<file path="src/rtl/if_fetch_unit.sv">
// Instruction-fetch stage: owns the PC, fetches over a req/ready handshake and presents
// {PC, PC+4, instruction} through a one-entry buffer, absorbing redirects and stalls.
module if_fetch_unit #(
    parameter int                  WORD_LEN = 32,
    parameter logic [WORD_LEN-1:0] RESET_PC = '0
) (
    input  logic                clk,
    input  logic                Reset,
    input  logic                stall,
    input  logic                stall_twice,
    input  logic                redirect,
    input  logic [WORD_LEN-1:0] redirect_pc,
    output logic                imem_req,
    output logic [WORD_LEN-1:0] imem_addr,
    input  logic                imem_ready,
    input  logic [WORD_LEN-1:0] imem_rdata,
    output logic [WORD_LEN-1:0] PC_out,
    output logic [WORD_LEN-1:0] PCplus4_out,
    output logic [WORD_LEN-1:0] Instruction_out,
    output logic                if_valid
);

    typedef enum logic [1:0] {
        IDLE,
        FETCH,
        DRAIN
    } fetch_state_t;

    localparam logic [WORD_LEN-1:0] ALIGN_MASK = {{(WORD_LEN-2){1'b1}}, 2'b00};
    localparam logic [WORD_LEN-1:0] WORD_STEP  = WORD_LEN'(4);

    fetch_state_t        state, state_next;
    logic [WORD_LEN-1:0] pc_q;
    logic [WORD_LEN-1:0] drain_addr;
    logic [WORD_LEN-1:0] buf_pc;
    logic [WORD_LEN-1:0] buf_ins;
    logic                buf_valid;
    logic                hold_cnt;
    logic                hold;
    logic                deliver;
    logic                fire;

    always_comb begin
        hold       = stall | stall_twice | hold_cnt;
        deliver    = buf_valid & ~hold & ~redirect;
        state_next = state;
        imem_req   = 1'b0;
        imem_addr  = pc_q;
        case (state)
            IDLE: state_next = FETCH;
            FETCH: begin
                imem_req = ~buf_valid | deliver;
                // A request left hanging by a redirect must still be completed before refetching
                if (redirect && imem_req && !imem_ready)
                    state_next = DRAIN;
            end
            DRAIN: begin
                imem_req  = 1'b1;
                imem_addr = drain_addr;
                if (imem_ready)
                    state_next = FETCH;
            end
            default: state_next = IDLE;
        endcase
        fire = (state == FETCH) & imem_req & imem_ready & ~redirect;
    end

    always_ff @(posedge clk or posedge Reset) begin
        if (Reset) begin
            state      <= IDLE;
            pc_q       <= RESET_PC;
            drain_addr <= '0;
            buf_pc     <= '0;
            buf_ins    <= '0;
            buf_valid  <= 1'b0;
            hold_cnt   <= 1'b0;
        end else begin
            state <= state_next;
            if (state == FETCH && state_next == DRAIN)
                drain_addr <= pc_q;
            if (redirect) begin
                buf_valid <= 1'b0;
                pc_q      <= redirect_pc & ALIGN_MASK;
                hold_cnt  <= 1'b0;
            end else begin
                hold_cnt <= stall_twice;
                if (fire) begin
                    buf_pc    <= pc_q;
                    buf_ins   <= imem_rdata;
                    buf_valid <= 1'b1;
                    pc_q      <= pc_q + WORD_STEP;
                end else if (deliver) begin
                    buf_valid <= 1'b0;
                end
            end
        end
    end

    assign if_valid        = buf_valid;
    assign PC_out          = buf_valid ? buf_pc : '0;
    assign PCplus4_out     = buf_valid ? buf_pc + WORD_STEP : '0;
    assign Instruction_out = buf_valid ? buf_ins : '0;

endmodule
</file>
<file path="config.mk">
export PLATFORM = sky130hd
export DESIGN_NAME = if_fetch_unit
export DESIGN_NICKNAME = d
export VERILOG_FILES = /design/src/rtl/if_fetch_unit.sv
export SDC_FILE = /design/constraint.sdc
export NUM_CORES = 1
export LEC_CHECK = 0
export CAP_MARGIN = 20
export CORE_ASPECT_RATIO = 0.8
export CORE_UTILIZATION = 35
export CTS_BUF_LIST = sky130_fd_sc_hd__clkbuf_16
export DETAILED_ROUTE_END_ITERATION = 7
export PLACE_DENSITY = 0.72
export SYNTH_ARGS = -nofsm -noshare
export SYNTH_HDL_FRONTEND = slang
export SYNTH_SLANG_ARGS = --single-unit
</file>
<file path="constraint.sdc">
create_clock -name clk -period 10.1 [get_ports clk]
set_clock_uncertainty 0.1 [all_clocks]
set_input_delay 2.02 -clock clk [delete_from_list [all_inputs] [get_ports clk]]
set_output_delay 2.02 -clock clk [all_outputs]
set_load 0.005 [all_outputs]
</file>
==> impl_metrics.csv <==
group,metric,value,unit
run_status,status,"finished clean",
setup_path,worstReg2RegEnd,"buf_ins[14]",
grt,busiest_layer,"met2",
grt,use_met2,30.5,%
setup_path,worstRegToRegCells,8,
logic_synthesis,ys_seq_area_share,43.7,%
logic_synthesis,synth-main-ff-cell,"dfrtp_1",
placement,gp_congestion,0.803,
die,dieArea,21200,µm²
power,combPwrFrac,35.9,%
cells_and_area,layout_common_cells,"clkdlybuf4s50_1, dfrtp_1, mux2_2",
route,drc,0,
setup_path,slowest_stage,"or4_4",
sta,maxSlewViolCount,0,
setup_path,path_cells,"clkdlybuf4s50_1, buf_4, or4_4, a21oi_1, clkdlybuf4s50_1",
grt,grt_use_total,20.3,%
placement,hpwl,14500,µm
setup_path,r2r_setup_slack,6.43,ns
hold_path,worstHoldPathType,"reg2reg",
grt,grt_pass1_vias,5912,
route,ant_nets,0,
grt,use_met3,5.02,%
sta,period_needed,6.25,ns
logic_synthesis,synth.distinct_cells,50,
hold_path,hold_path_depth,1,
cells_and_area,fin_cells,1151,
power,intPower,1.52,mW
die,die_y,130,µm
sta,worst_slack,3.85,ns
power,power.switching,0.744,mW
clock_tree,clock-sinks,126,
sta,tightest_slew,0.992,ns
clock_tree,insertion_delay,0.42,ns
setup_path,start_kind,"input pin",
die,start_util,36.1,%
grt,globalRouteMet1Util,28.9,%
clock_tree,cts_root_buf,"clkbuf_16",
power,cellLeakagePower,3.75,nW
power,p_clk_share,23.8,%
route,vias,6181,
sta,rsz0062_at_grt,"no",
sta,max_slew_margin,33.9,%
die,row_count,46,
power,ir_drop,0.116,mV
setup_path,slowest_delay,0.64,ns
sta,finalSetupViolations,0,
clock_tree,post_cts_buffers,0,
setup_path,worst-path-max-fanout,37,
logic_synthesis,synthArstFlopShare,100,%
clock_tree,postCtsResizedCells,0,
clock_tree,cts_tree,"done",
placement,io_buffers,191,
die,ioPinCount,200,
placement,dp.cells,1120,
clock_tree,cts.clk_slew.worst_paths,0.05,ns
grt,grt_first_pass_wirelength,33100,µm
grt,grt_max_degree,82,
clock_tree,cts_buffers,17,
sta,whs,0.394,ns
grt,overflow,0,
route,drt_pass1_iterations,5,
clock_tree,cts.path.max_buffers,2,
setup_path,startpoint,"redirect",
route,routed_wirelength,20700,µm
hold_path,hold_path.startpoint,"buf_ins[4]",
logic_synthesis,synth_cells,713,
cells_and_area,antenna_cells,0,
power,p_seq_share,40.4,%
logic_synthesis,yosysWarnings,0,
setup_path,cp.required,7.98,ns
route,vias_per_cell,5.37,
logic_synthesis,synth_edf_count,0,
cells_and_area,seq_area,3150,µm²
placement,post-place-ws,3.87,ns
sta,max_freq,160,MHz
cells_and_area,fillers,1822,
flow_run,max_cap_violations,0,
route,wire_per_inst,17.9,µm
die,die-width,162,µm
cells_and_area,fin_nets,952,
power,swShare,32.8,%
setup_path,worst_r2r_startpoint,"state[0]",
cells_and_area,final_common_cell,"clkdlybuf4s50_1",
power,power_density,232,nW/µm²
sta,tns,0,ns
setup_path,path_class,"in2out",
cells_and_area,syn_to_final_growth,35.9,%
grt,antenna_found_initial,0,
sta,fin_crit_sh,61.9,%
placement,placed_area,9270,µm²
logic_synthesis,syn_area_per_cell,10.1,µm²
setup_path,cp-end-kind,"output port",
setup_path,crit_top_cell,"clkdlybuf4s50_1",
die,fp.coreArea,20000,µm²
sta,finalHoldViolCount,0,
clock_tree,cts-htree-levels,4,
logic_synthesis,ys_ff_latch,126,
hold_path,whs_endpoint,"buf_ins[4]",
logic_synthesis,syn-cell-area,7210,µm²
cells_and_area,multi_input_area,3750,µm²
route,drt_iter0_drc,444,
clock_tree,cts.hold.buffers_added,0,
setup_path,arrival,4.13,ns
cells_and_area,drive_above_1_share,18.3,%
cells_and_area,fin_area,9800,µm²
cells by family after synthesis:
logic type | count (synthesis) | synth area share [%]
simple gates | 268 | 20.7
flops | 126 | 43.7
mux | 120 | 18.7
compound gates | 102 | 9.55
buf+inv | 77 | 4.65
xor+xnor | 13 | 1.58
fa+ha+maj | 6 | 1.04
other cells | 1 | 0.0520
through the flow:
stage                     util [%]  power, mW
after floorplan                  -       1.35
after global placement        46.4       1.71
after detailed placement      46.4       1.74
after CTS                     48.9       2.29
after global routing          49.0       2.42
final                         49.0       2.27
state kept, by name, indices dropped and copies added (netlist names):
name and count:
buf_pc 30, buf_ins 32, pc_q 30, if_valid 1
drain_addr 30, hold_cnt 1, state 2
routing by layer:
metal	wire length, µm	vias to the layer above
li1	-	2912
met1	9870	3032
met2	9100	214
met3	1390	23
met4	293	0
met5	0	-
power by group through the flow:
stage | clock [mW] | sequential (mW) | combinational (mW)
floorplan | 0 | 0.823 | 0.526
global placement | 0 | 0.909 | 0.799
detailed placement | 0 | 0.923 | 0.817
CTS | 0.553 | 0.913 | 0.821
global route | 0.578 | 0.955 | 0.889
finish | 0.539 | 0.916 | 0.813
area by class of cell:
cell class,count,area share [%]
Multi-Input combinational cell,515,38.3
Sequential cell,126,32.2
Timing Repair Buffer,200,20.3
Clock buffer,17,4.34
Tap cell,264,3.37
Clock inverter,13,0.856
Inverter,16,0.639
critical path, delay by kind of cell:
| family | cells | cell delay, ns |
|---|---|---|
| buffers and inverters | 3 | 1.17 |
| and+or+nand+nor | 1 | 0.64 |
| AOI/OAI and AO/OA | 1 | 0.27 |
worst max path at each step:
stage                       to  slack [ns]  cells past startpoint
finish                imem_req        3.85                      5
global route          imem_req        3.78                      5
CTS                   imem_req        3.85                      5
detailed placement    imem_req        3.87                      5
global placement      imem_req        3.86                      5
floorplan           buf_ins[0]        4.62                      1
Yosys cell counts (2+ instances only):
library cell	instances	share of area (%)
a31oi_1	18	1.6
dfrtp_1	126	44
xor2_1	5	0.61
nand3_1	29	2.0
buf_6	3	0.47
o211ai_1	6	0.62
o21ai_0	26	1.8
xnor2_1	8	0.97
mux2_2	118	18
o41ai_1	3	0.36
nor2_1	45	2.3
a21oi_1	13	0.90
or2_2	2	0.17
nor2b_1	6	0.52
a31o_2	3	0.36
nand4_1	15	1.3
o31ai_1	21	2.2
nand2b_1	3	0.26
or3_1	7	0.61
nor3_1	8	0.56
and2_1	59	5.1
buf_4	6	0.62
nand2_1	39	2.0
buf_1	7	0.36
mux2i_1	2	0.28
a211o_1	2	0.24
clkbuf_1	44	2.3
ha_1	6	1.0
nor4_1	10	0.87
a22oi_1	2	0.21
or4_1	33	3.4
and4_1	6	0.73
inv_1	15	0.78
Note: power is estimated with default switching activity, not from simulation.
